[src/rtl/cmp_pair_sequencer_pkg.sv]
`default_nettype none
// ============================================================================
//  Module      : cmp_pair_sequencer_pkg
//  Description : Shared state encoding, result codes and the flag encoder
//                used by the comparator operand sequencer.
//  Revision    : 1.0  initial release
// ============================================================================
package cmp_pair_sequencer_pkg;

    typedef enum logic [1:0] {
        LOAD_A  = 2'd0,
        LOAD_B  = 2'd1,
        COMPARE = 2'd2,
        HOLD    = 2'd3
    } seq_state_t;

    localparam logic [1:0] CODE_EQ  = 2'b00;
    localparam logic [1:0] CODE_GT  = 2'b01;
    localparam logic [1:0] CODE_LT  = 2'b10;
    localparam logic [1:0] CODE_ERR = 2'b11;

    // Exactly one comparator flag must be set; any other combination is illegal.
    function automatic logic [1:0] encode_flags(input logic eq,
                                                input logic gt,
                                                input logic lt);
        logic [1:0] code;
        case ({eq, gt, lt})
            3'b100:  code = CODE_EQ;
            3'b010:  code = CODE_GT;
            3'b001:  code = CODE_LT;
            default: code = CODE_ERR;
        endcase
        return code;
    endfunction

endpackage
`default_nettype wire

[src/rtl/cmp_pair_sequencer.sv]
`default_nettype none
// ============================================================================
//  Module      : cmp_pair_sequencer
//  Description : Pairs consecutive input samples into comparator operands
//                A and B, captures the comparator flags one cycle later and
//                returns an encoded result over a valid/ready handshake.
//                Counts accepted results and flags illegal flag combinations.
//  Revision    : 1.0  initial release
// ============================================================================
module cmp_pair_sequencer
    import cmp_pair_sequencer_pkg::*;
#(
    parameter int WIDTH = 4,
    parameter int CNT_W = 8
) (
    input  logic             clk,
    input  logic             rst,
    input  logic             in_valid,
    output logic             in_ready,
    input  logic [WIDTH-1:0] in_data,
    output logic [WIDTH-1:0] cmp_a,
    output logic [WIDTH-1:0] cmp_b,
    input  logic             cmp_equal,
    input  logic             cmp_bigger,
    input  logic             cmp_lower,
    output logic             res_valid,
    input  logic             res_ready,
    output logic [1:0]       res_code,
    output logic [WIDTH-1:0] res_a,
    output logic [WIDTH-1:0] res_b,
    output logic             err_flag,
    output logic [CNT_W-1:0] pair_count
);

    seq_state_t state;
    logic [1:0] flag_code;

    // Input side is open only while an operand slot is waiting to be filled.
    assign in_ready  = (state == LOAD_A) || (state == LOAD_B);

    // Comparator flags encoded continuously; only consumed in COMPARE.
    assign flag_code = encode_flags(cmp_equal, cmp_bigger, cmp_lower);

    // Sequencer: load A, load B, one settle/capture cycle, then hold the result.
    always_ff @(posedge clk) begin
        if (rst) begin
            state      <= LOAD_A;
            cmp_a      <= '0;
            cmp_b      <= '0;
            res_a      <= '0;
            res_b      <= '0;
            res_code   <= CODE_EQ;
            res_valid  <= 1'b0;
            err_flag   <= 1'b0;
            pair_count <= '0;
        end else begin
            case (state)
                LOAD_A: begin
                    if (in_valid) begin
                        cmp_a <= in_data;
                        state <= LOAD_B;
                    end
                end
                LOAD_B: begin
                    if (in_valid) begin
                        cmp_b <= in_data;
                        state <= COMPARE;
                    end
                end
                COMPARE: begin
                    // Operands have been stable for a full cycle here.
                    res_a     <= cmp_a;
                    res_b     <= cmp_b;
                    res_code  <= flag_code;
                    res_valid <= 1'b1;
                    if (flag_code == CODE_ERR) begin
                        err_flag <= 1'b1;
                    end
                    state <= HOLD;
                end
                HOLD: begin
                    if (res_valid && res_ready) begin
                        res_valid  <= 1'b0;
                        pair_count <= pair_count + CNT_W'(1);
                        state      <= LOAD_A;
                    end
                end
                default: begin
                    state <= LOAD_A;
                end
            endcase
        end
    end

endmodule
`default_nettype wire

[config.mk]
export PLATFORM = sky130hd
export DESIGN_NAME = cmp_pair_sequencer
export DESIGN_NICKNAME = d
export VERILOG_FILES = /design/src/rtl/cmp_pair_sequencer_pkg.sv /design/src/rtl/cmp_pair_sequencer.sv
export SDC_FILE = /design/constraint.sdc
export NUM_CORES = 1
export LEC_CHECK = 0
export CORE_MARGIN = 2
export CORE_UTILIZATION = 45
export CTS_BUF_LIST = sky130_fd_sc_hd__clkbuf_16
export CTS_CLUSTER_DIAMETER = 150
export DETAILED_ROUTE_END_ITERATION = 16
export PLACE_DENSITY = 0.84
export SYNTH_ARGS = -nofsm -noshare
export SYNTH_HDL_FRONTEND = slang
export SYNTH_SLANG_ARGS = --single-unit
[constraint.sdc]
create_clock -name clk -period 1.8 [get_ports clk]
set_clock_uncertainty 0.15 [all_clocks]
set_input_delay 0.36 -clock clk [delete_from_list [all_inputs] [get_ports clk]]
set_output_delay 0.36 -clock clk [all_outputs]
set_load 0.05 [all_outputs]
==> impl_metrics.tcl <==
set metrics [dict create \
    area_growth_syn_to_layout_pct 50.6 \
    global_route.usage.met3 0.0714 \
    synth_edf_count 0 \
    hold_violations 0 \
    grt_pass1_wl_um 5070 \
    slowest_stage "dfxtp_2" \
    critPathTopFamily "flip-flops" \
    post-route-min-period_ns 1.75 \
    avgViaCountPerCell 5.32 \
    syn_area_per_cell_um2 8.94 \
    yosys.area.top_type "dfxtp_1" \
    netlist_area_um2 1300 \
    clk_latency_ns 0.27 \
    cts_tree "built" \
    setup_viol 0 \
    yosys_warnings 0 \
    relSlewSlack 0.802 \
    overflow 0 \
    n_fill_cell 216 \
    critPathMaxStageDelay_ns 0.35 \
    grt_use_total 0.202 \
    crit_fanout 3 \
    core_um2 2760 \
    synthCells 145 \
    ys_seq_area_frac 0.463 \
    rows 19 \
    gp_congestion 0.731 \
    drive_above_1_share 0.313 \
    path_buf_inv 2 \
    drt_iter0_drc 20 \
    start_kind "flip-flop" \
    slew_violations 0 \
    power_mw 2.77 \
    die-area_um2 3330 \
    syn_nets 162 \
    maxCapViolCount 0 \
    p_leak_nw 0.796 \
    finalCritPeriodShare 0.973 \
    cts.sinks 30 \
    path_clk_slew_ns 0.05 \
    max_freq_mhz 571 \
    place_hpwl_um 2180 \
    cp-end-kind "primary output" \
    grt_max_degree 31 \
    cts_buffers 5 \
    ios 40 \
    met2_usage 0.356 \
    final_cells 229 \
    cp.required_ns 1.29 \
    fin_setup_tns_ns 0 \
    ir_worst_vdd_v 0.00124 \
    io_buffers 39 \
    synthTopCellsByCount "dfxtp_1, a21oi_1, nor2_1" \
    status "completed" \
    worst_slew_pin_slew_ns 0.294 \
    yosysMostFrequentCell "dfxtp_1" \
    cp.arrival_ns 1.24 \
    grt_antenna_before_repair 0 \
    synthTopCellsByArea "dfxtp_1, a21oi_1, mux2i_1" \
    busiest_layer "met2" \
    path_cells "inv_2 > ha_2 > or2_4 > buf_12" \
    synth_top_area_frac 0.463 \
    worstSetupPathType "flip-flop to primary output" \
    fin_nets 214 \
    first_pass_iters 4 \
    powerDensity_nw_per_um2 1420 \
    synthDistinctLibCells 30 \
    dpl-instance-area_um2 1760 \
    post-route-drc-count 0 \
    grt_pass1_vias 1167 \
    start_util 0.470 \
    diodes 0 \
    synth_top_flop_cell "dfxtp_1" \
    cts_root_buf "clkbuf_16" \
    r2r_slack_ns 0.12 \
    hp-class "flip-flop to flip-flop" \
    drt_wl_total_um 3110 \
    async_flop_share 0 \
    use_met1 0.218 \
    cts.path.max_buffers 2 \
    holdBufCountCts 0 \
    wire_per_inst_um 13.6 \
    die_w_um 57.7 \
    die_y_um 57.7 \
    h-tree-depth 2 \
    stdcell_area_um2 1950 \
    ys_ff_latch 30 \
    dp_cells 217 \
    num_vias 1219 \
    drtAntennaViolNets 0 \
]
==> worst reg2reg max path: stages, from the launching register on <==
cell and delay (ns):
dfxtp_2 0.35, buf_4 0.12, ha_2 0.20, nand4_4 0.13, or4_1 0.51, a21oi_1 0.15
==> area by class of cell <==
class                           count  area, um2  area share
Clock buffer                        5        125      0.0641
Clock inverter                      3       11.3     0.00577
Inverter                            4       15.0     0.00769
Multi-Input combinational cell    103        659       0.338
Sequential cell                    30        604       0.310
Tap cell                           31       38.8      0.0199
Timing Repair Buffer               53        498       0.255
==> cells by family (layout without fill, tap and decap cells) <==
| group | after synthesis | after routing | synth area share |
|---|---|---|---|
| DFF | 30 | 30 | 0.463 |
| muxes | 9 | 9 | 0.0695 |
| adders and majority gates | 6 | 6 | 0.0579 |
| AOI/OAI and AO/OA | 33 | 33 | 0.152 |
| xor gates and xnor gates | 2 | 2 | 0.0135 |
| buffers and inverters | 12 | 65 | 0.0357 |
| and+or+nand+nor | 53 | 53 | 0.209 |
==> placed cells by master (no fill, tap or decap), types with 2 or more instances in the layout <==
cell type / synthesis / final
buf_4: 0 / 37
dfxtp_1: 30 / 27
a21oi_1: 19 / 19
nor2_1: 14 / 14
nand2_1: 13 / 13
nand3_1: 12 / 12
clkdlybuf4s50_1: 0 / 10
mux2i_1: 9 / 9
buf_12: 0 / 6
clkbuf_16: 0 / 5
o21ai_0: 4 / 4
o31ai_1: 3 / 3
or4_1: 3 / 3
ha_1: 6 / 3
ha_2: 0 / 3
clkinv_1: 0 / 3
dfxtp_2: 0 / 3
inv_2: 0 / 2
nand2b_1: 2 / 2
a211oi_1: 2 / 2
inv_1: 4 / 2
or3_1: 2 / 2
==> worst paths after layout <==
path | from | endpoint | depth (start not counted)
max | state[0] | in_ready | 4
min reg2reg | err_flag | err_flag | 2
min | err_flag | err_flag | 2
max reg2reg | state[0] | pair_count[5] | 5
==> per-stage QoR <==
stage,setup slack (ns),utilization,hold slack [ns]
5_1_grt,-0.000272,0.708,0.339
6_report,0.0481,0.708,0.300
4_1_cts,0.0285,0.699,0.303
3_3_place_gp,-0.0698,0.638,0.286
3_5_place_dp,-0.102,0.638,0.296
2_1_floorplan,0.00492,-,0.337
==> flip-flops by register name, summed over array words and instances (netlist names) <==
name        count
res_b           4
res_code        2
pair_count      8
res_valid       1
cmp_a           4
err_flag        1
cmp_b           4
res_a           4
state           2
==> layer usage <==
metal,vias up,wire length (um)
met3,5,209
met2,40,1550
met4,0,60
met5,-,0
li1,612,-
met1,562,1290
==> where the power goes <==
group	total (mW)	leakage (nW)	switching [mW]	internal [mW]
clock	0.764	0.0663	0.269	0.495
combinational	1.16	0.485	0.670	0.494
sequential	0.845	0.244	0.0808	0.764
total	2.77	0.796	1.02	1.75
==> what timing repair did <==
| action | CTS | global route |
|---|---|---|
| setup endpoints to repair | 1 | 2 |
| gates resized for setup | 7 | 4 |
| setup buffers | 2 | 2 |
| pin swaps | 0 | 1 |
Power figures use the tool's default switching activity.
